[src/rtl/dpwm_comparador_dt.sv]
// -----------------------------------------------------------------------------
// dpwm_comparador_dt
//
// Purpose:
//   Compares the DPWM ramp coming from the progressive counter against a
//   double-buffered duty command and drives complementary high/low switch
//   gates separated by a programmable dead time.
//
// Ports:
//   CLK            system clock
//   RST_N          asynchronous, active-low reset
//   cuenta         ramp value (0,10,...,1000 then wraps to 0)
//   duty_in        requested duty in ramp units
//   duty_wr        one-cycle strobe capturing duty_in into the pending register
//   pwm_h          high-side gate
//   pwm_l          low-side gate
//   duty_activo    duty value applied during the current period
//   inicio_periodo one-cycle pulse at each period start
//   err_rango      last write exceeded DUTY_MAX and was saturated
//
// Parameters:
//   DT        dead-time length in CLK cycles (1..255)
//   DUTY_MAX  ramp full scale; larger commands are saturated
// -----------------------------------------------------------------------------
module dpwm_comparador_dt #(
    parameter int DT       = 4,
    parameter int DUTY_MAX = 1000
) (
    input  logic       CLK,
    input  logic       RST_N,
    input  logic [9:0] cuenta,
    input  logic [9:0] duty_in,
    input  logic       duty_wr,
    output logic       pwm_h,
    output logic       pwm_l,
    output logic [9:0] duty_activo,
    output logic       inicio_periodo,
    output logic       err_rango
);

    localparam logic [9:0] DUTY_MAX_W = 10'(DUTY_MAX);
    localparam logic [7:0] DT_LOAD    = 8'(DT - 1);

    typedef enum logic [2:0] {
        S_OFF,
        S_DT_H,
        S_DT_L,
        S_ON_H,
        S_ON_L
    } state_t;

    state_t     state;
    logic [7:0] dt_count;
    logic [9:0] cuenta_q;
    logic [9:0] pending;
    logic       inicio;
    logic       raw;

    // A period starts on the first sample of 0 after a non-zero value, so a
    // ramp parked at 0 yields a single start. cuenta_q resets to 3FF so the
    // first 0 after reset is also recognised as a start.
    always_comb begin
        inicio = (cuenta == 10'd0) && (cuenta_q != 10'd0);
    end

    // Full-scale duty forces raw high across the wrap so the high side never
    // sees a dead-time gap at the period boundary.
    always_comb begin
        if (duty_activo >= DUTY_MAX_W) begin
            raw = 1'b1;
        end else begin
            raw = (cuenta_q < duty_activo);
        end
    end

    // Ramp sampling and the double-buffered duty registers. The active duty
    // only changes at a period start and always takes the pending value as it
    // was before this edge, so a coincident write lands one period later.
    always_ff @(posedge CLK or negedge RST_N) begin
        if (!RST_N) begin
            cuenta_q       <= 10'h3FF;
            pending        <= 10'd0;
            duty_activo    <= 10'd0;
            err_rango      <= 1'b0;
            inicio_periodo <= 1'b0;
        end else begin
            cuenta_q       <= cuenta;
            inicio_periodo <= inicio;
            if (inicio) begin
                duty_activo <= pending;
            end
            if (duty_wr) begin
                if (duty_in > DUTY_MAX_W) begin
                    pending   <= DUTY_MAX_W;
                    err_rango <= 1'b1;
                end else begin
                    pending   <= duty_in;
                    err_rango <= 1'b0;
                end
            end
        end
    end

    // Gate FSM. Every change of raw passes through a dead-time state where
    // both gates are low; the gate only turns on once raw has held its new
    // value for DT further edges, so raw pulses shorter than DT are swallowed.
    always_ff @(posedge CLK or negedge RST_N) begin
        if (!RST_N) begin
            state    <= S_OFF;
            dt_count <= 8'd0;
            pwm_h    <= 1'b0;
            pwm_l    <= 1'b0;
        end else begin
            pwm_h <= 1'b0;
            pwm_l <= 1'b0;
            case (state)
                S_OFF: begin
                    dt_count <= DT_LOAD;
                    state    <= raw ? S_DT_H : S_DT_L;
                end
                S_DT_H: begin
                    if (!raw) begin
                        state    <= S_DT_L;
                        dt_count <= DT_LOAD;
                    end else if (dt_count == 8'd0) begin
                        state <= S_ON_H;
                        pwm_h <= 1'b1;
                    end else begin
                        dt_count <= dt_count - 8'd1;
                    end
                end
                S_DT_L: begin
                    if (raw) begin
                        state    <= S_DT_H;
                        dt_count <= DT_LOAD;
                    end else if (dt_count == 8'd0) begin
                        state <= S_ON_L;
                        pwm_l <= 1'b1;
                    end else begin
                        dt_count <= dt_count - 8'd1;
                    end
                end
                S_ON_H: begin
                    if (!raw) begin
                        state    <= S_DT_L;
                        dt_count <= DT_LOAD;
                    end else begin
                        pwm_h <= 1'b1;
                    end
                end
                S_ON_L: begin
                    if (raw) begin
                        state    <= S_DT_H;
                        dt_count <= DT_LOAD;
                    end else begin
                        pwm_l <= 1'b1;
                    end
                end
                default: begin
                    state    <= S_OFF;
                    dt_count <= 8'd0;
                end
            endcase
        end
    end

endmodule

[config.mk]
export PLATFORM = sky130hd
export DESIGN_NAME = dpwm_comparador_dt
export DESIGN_NICKNAME = d
export VERILOG_FILES = /design/src/rtl/dpwm_comparador_dt.sv
export SDC_FILE = /design/constraint.sdc
export NUM_CORES = 1
export LEC_CHECK = 0
export CAP_MARGIN = 20
export CELL_PAD_IN_SITES_DETAIL_PLACEMENT = 2
export CELL_PAD_IN_SITES_GLOBAL_PLACEMENT = 2
export CORE_ASPECT_RATIO = 1.75
export CORE_MARGIN = 2
export CORE_UTILIZATION = 35
export CTS_BUF_LIST = sky130_fd_sc_hd__clkbuf_4
export DETAILED_ROUTE_END_ITERATION = 16
export GPL_TIMING_DRIVEN = 1
export MAX_ROUTING_LAYER = met4
export PLACE_DENSITY = 0.82
export SYNTH_ARGS = -nofsm -noshare
export SYNTH_HDL_FRONTEND = slang
export SYNTH_SLANG_ARGS = --single-unit
[constraint.sdc]
create_clock -name CLK -period 2.75 [get_ports CLK]
set_input_delay 0.55 -clock CLK [delete_from_list [all_inputs] [get_ports CLK]]
set_output_delay 0.55 -clock CLK [all_outputs]
set_load 0.01 [all_outputs]
==> impl_results.md <==
- Reg-to-Reg Start: cuenta_q[3]
- Number of synthesized flops with an enable pin: 0
- Post-layout min period: 2522 ps
- Gr usage total: 20.50%
- Commonest register cell after synthesis: dfrtp_1
- Worst slew pin tran: 941.2 ps
- Antenna viol nets, final: 0
- Share of post-route cells with drive strength above 1: 12.98%
- Setup ws final: 228.1 ps
- Via count: 1832
- Crit-path max FO: 8
- R2r setup slk: 230 ps
- Final TNS setup: 0 ps
- Top-count cell post-synth: dfrtp_1
- Worst path max stage delay: 560 ps
- Tcrit/Tclk final: 91.70%
- Die X: 64.45 um
- CTS-repair resized insts: 0
- Largest delay share family, worst path: compound AO/OA/AOI/OAI gates
- Synth top area share: 39.13%
- Req. time, crit path: 3070 ps
- Synth top cells by count: dfrtp_1 (35), inv_1 (19), nand2_1 (19)
- Detailed Route Iter0 Violations: 78
- IO Port Bufs: 36
- RSZ-0062 raised after global routing: false
- Area growth syn-to-layout: 23.48%
- Area contributors post-synth: dfrtp_1 (39%), dfstp_2 (12%), ha_1 (6.1%), mux2_2 (3.5%), o21ai_0 (3.4%)
- Max-slew violations: 0
- R2R cell count: 8
- Mapped Nets: 257
- Register area share after synthesis: 50.87%
- Leak: 0.001231 uW
- Final net count: 295
- Clk_skew: 9.248 ps
- Synth Cell Area: 2238 um2
- Yosys warning total: 0
- # rows: 38
- Largest net degree at the start of global routing: 41
- Place WS: 266.1 ps
- Initial core utilization: 36.21%
- Drt pass-1 iters: 4
- Clock Path Buffers: 2
- Outcome: completed
- CTS buffer count: 5
- Synth unique cells: 47
- Final hold vios: 0
- CTS Sinks: 45
- Hold-fix buffers, CTS: 0
- CTS Root Cell: clkbuf_4
- DRC: 0
- Worst Path Arrival: 2840 ps
- Vias in the first global route: 2115
- Die Y: 109.8 um
- First-pass GRT wire length: 10.51 mm
- # setup viols final: 0
- GP Congestion: 0.7889
- Dpl hpwl: 5.061 mm
- CP Cell Sequence: ha_1 > a211o_1 > o211ai_1 > o2111ai_1 > nand2_1 > mux2i_1 > o21bai_1 > mux2_2
- GR Overflow Total: 0
- Worst min-delay path class: input port to asynchronous set/reset pin
- Clock Latency Late Sink: 360 ps
- Worst Setup SP: cuenta_q[3]
- CTS tree: yes
- Max frequency: 396.5 MHz
- Final wirelength: 6.519 mm
- Post-synth ARST share: 100.0%
- Utilization after layout: 44.72%
- Clock-pin slew on the worst setup and hold paths: 140 ps
- Startpoint Class: flop
- Design area: 2764 um2
- Max-Cap Viols: 0
- Core area: 6181 um2
- Detail-routed via count per cell: 5.341
- Peak supply drop: 255.0 uV
- Slowest stage cell, crit path: dfstp_2
- Post-Syn Area per Cell: 10.04 um2
- Die Area: 7076 um2
- Initial antenna violation count: 1
- Drt wl/cell: 19.01 um
- Reg2reg end: dt_count[7]
- Yosys top cell by area: dfrtp_1
- Rel. slew slack: 37.26%
- Crit path to: dt_count[7]
- Num ports: 37
- Hold_ws: 305.2 ps
- CP endpoint kind: flop
- Placed cell area: 2681 um2
- CP Depth: 8
- Synth Instances: 223
- Setup Buffers After CTS: 0
- Pwr/cell area: 564.7 nW/um2
- #FFs+latches synth: 45
- H-tree Lvls: 2
- Critical path class: flop to flop
- Critical path buffers and inverters: 0
==> state kept, by name, summed over array words and instances, names as in the netlist <==
register	count
pwm_h	1
state	3
inicio_periodo	1
cuenta_q	10
err_rango	1
pwm_l	1
dt_count	8
duty_activo	10
pending	10
==> worst min path at each step <==
stage | endpoint | slack, ps | cells past startpoint
after floorplan | dt_count[0] | 250 | 0
after global placement | err_rango | 480 | 1
after detailed placement | err_rango | 480 | 1
after CTS | pending[4] | 320 | 1
after global routing | err_rango | 340 | 1
final | err_rango | 310 | 1
==> per-stage QoR <==
step                      total power, uW  instances
after floorplan                      1007        223
after global placement               1136        334
after detailed placement             1155        334
after CTS                            1588        342
after global routing                 1658        343
final                                1561        343
==> power breakdown <==
part | leakage (uW) | internal, uW | switching [uW] | total [uW]
logic | 0.000675 | 180 | 212 | 392
registers | 0.000511 | 709 | 35.7 | 744
clock network | 0.0000457 | 201 | 223 | 424
==> area by class of cell <==
cell class,instances,area (um2)
fillers,690,3417
flip-flops and latches,45,1139
multi-input cells,150,985.9
repair buffers,40,385.4
well taps,80,100.1
inverters,19,71.32
clock buffers,6,45.04
clock inverters,2,35.03
diodes,1,2.502
==> layer usage <==
metal	part of all wire, %	GRT usage, %
met1	34	18.58
met2	60	40.48
met5	0	-
met4	3.0	9.422
met3	2.9	3.480
==> cell usage in the layout (no fill, tap or decap), types with 3 or more instances in the layout <==
master / instances
a21oi_1: 13
mux2_2: 7
buf_4: 4
nor2b_1: 6
nand3_1: 6
nand2b_1: 4
nor4_1: 5
nor3_1: 10
o22ai_1: 4
dfstp_2: 10
inv_1: 19
ha_1: 11
nor2_1: 10
dfrtp_1: 35
clkdlybuf4s50_1: 35
nand2_1: 19
and3_1: 3
clkbuf_4: 6
o21a_1: 3
o21ai_0: 15
==> cell families after synthesis <==
family / count (synthesis) / share of synthesized area, %
AND/OR/NAND/NOR: 75 / 17.61
AO/OA/AOI/OAI: 54 / 15.48
flip-flops: 45 / 50.87
buffers and inverters: 28 / 5.087
adder cells (fa/ha/maj): 11 / 6.149
multiplexers: 9 / 4.416
XOR/XNOR: 1 / 0.3914
==> worst reg2reg max path: stages (launching register included) <==
cell and delay, ps:
dfstp_2 560, ha_1 230, a211o_1 260, o211ai_1 90
o2111ai_1 210, nand2_1 310, mux2i_1 480, o21bai_1 180
mux2_2 160
Power figures use the tool's default switching activity.
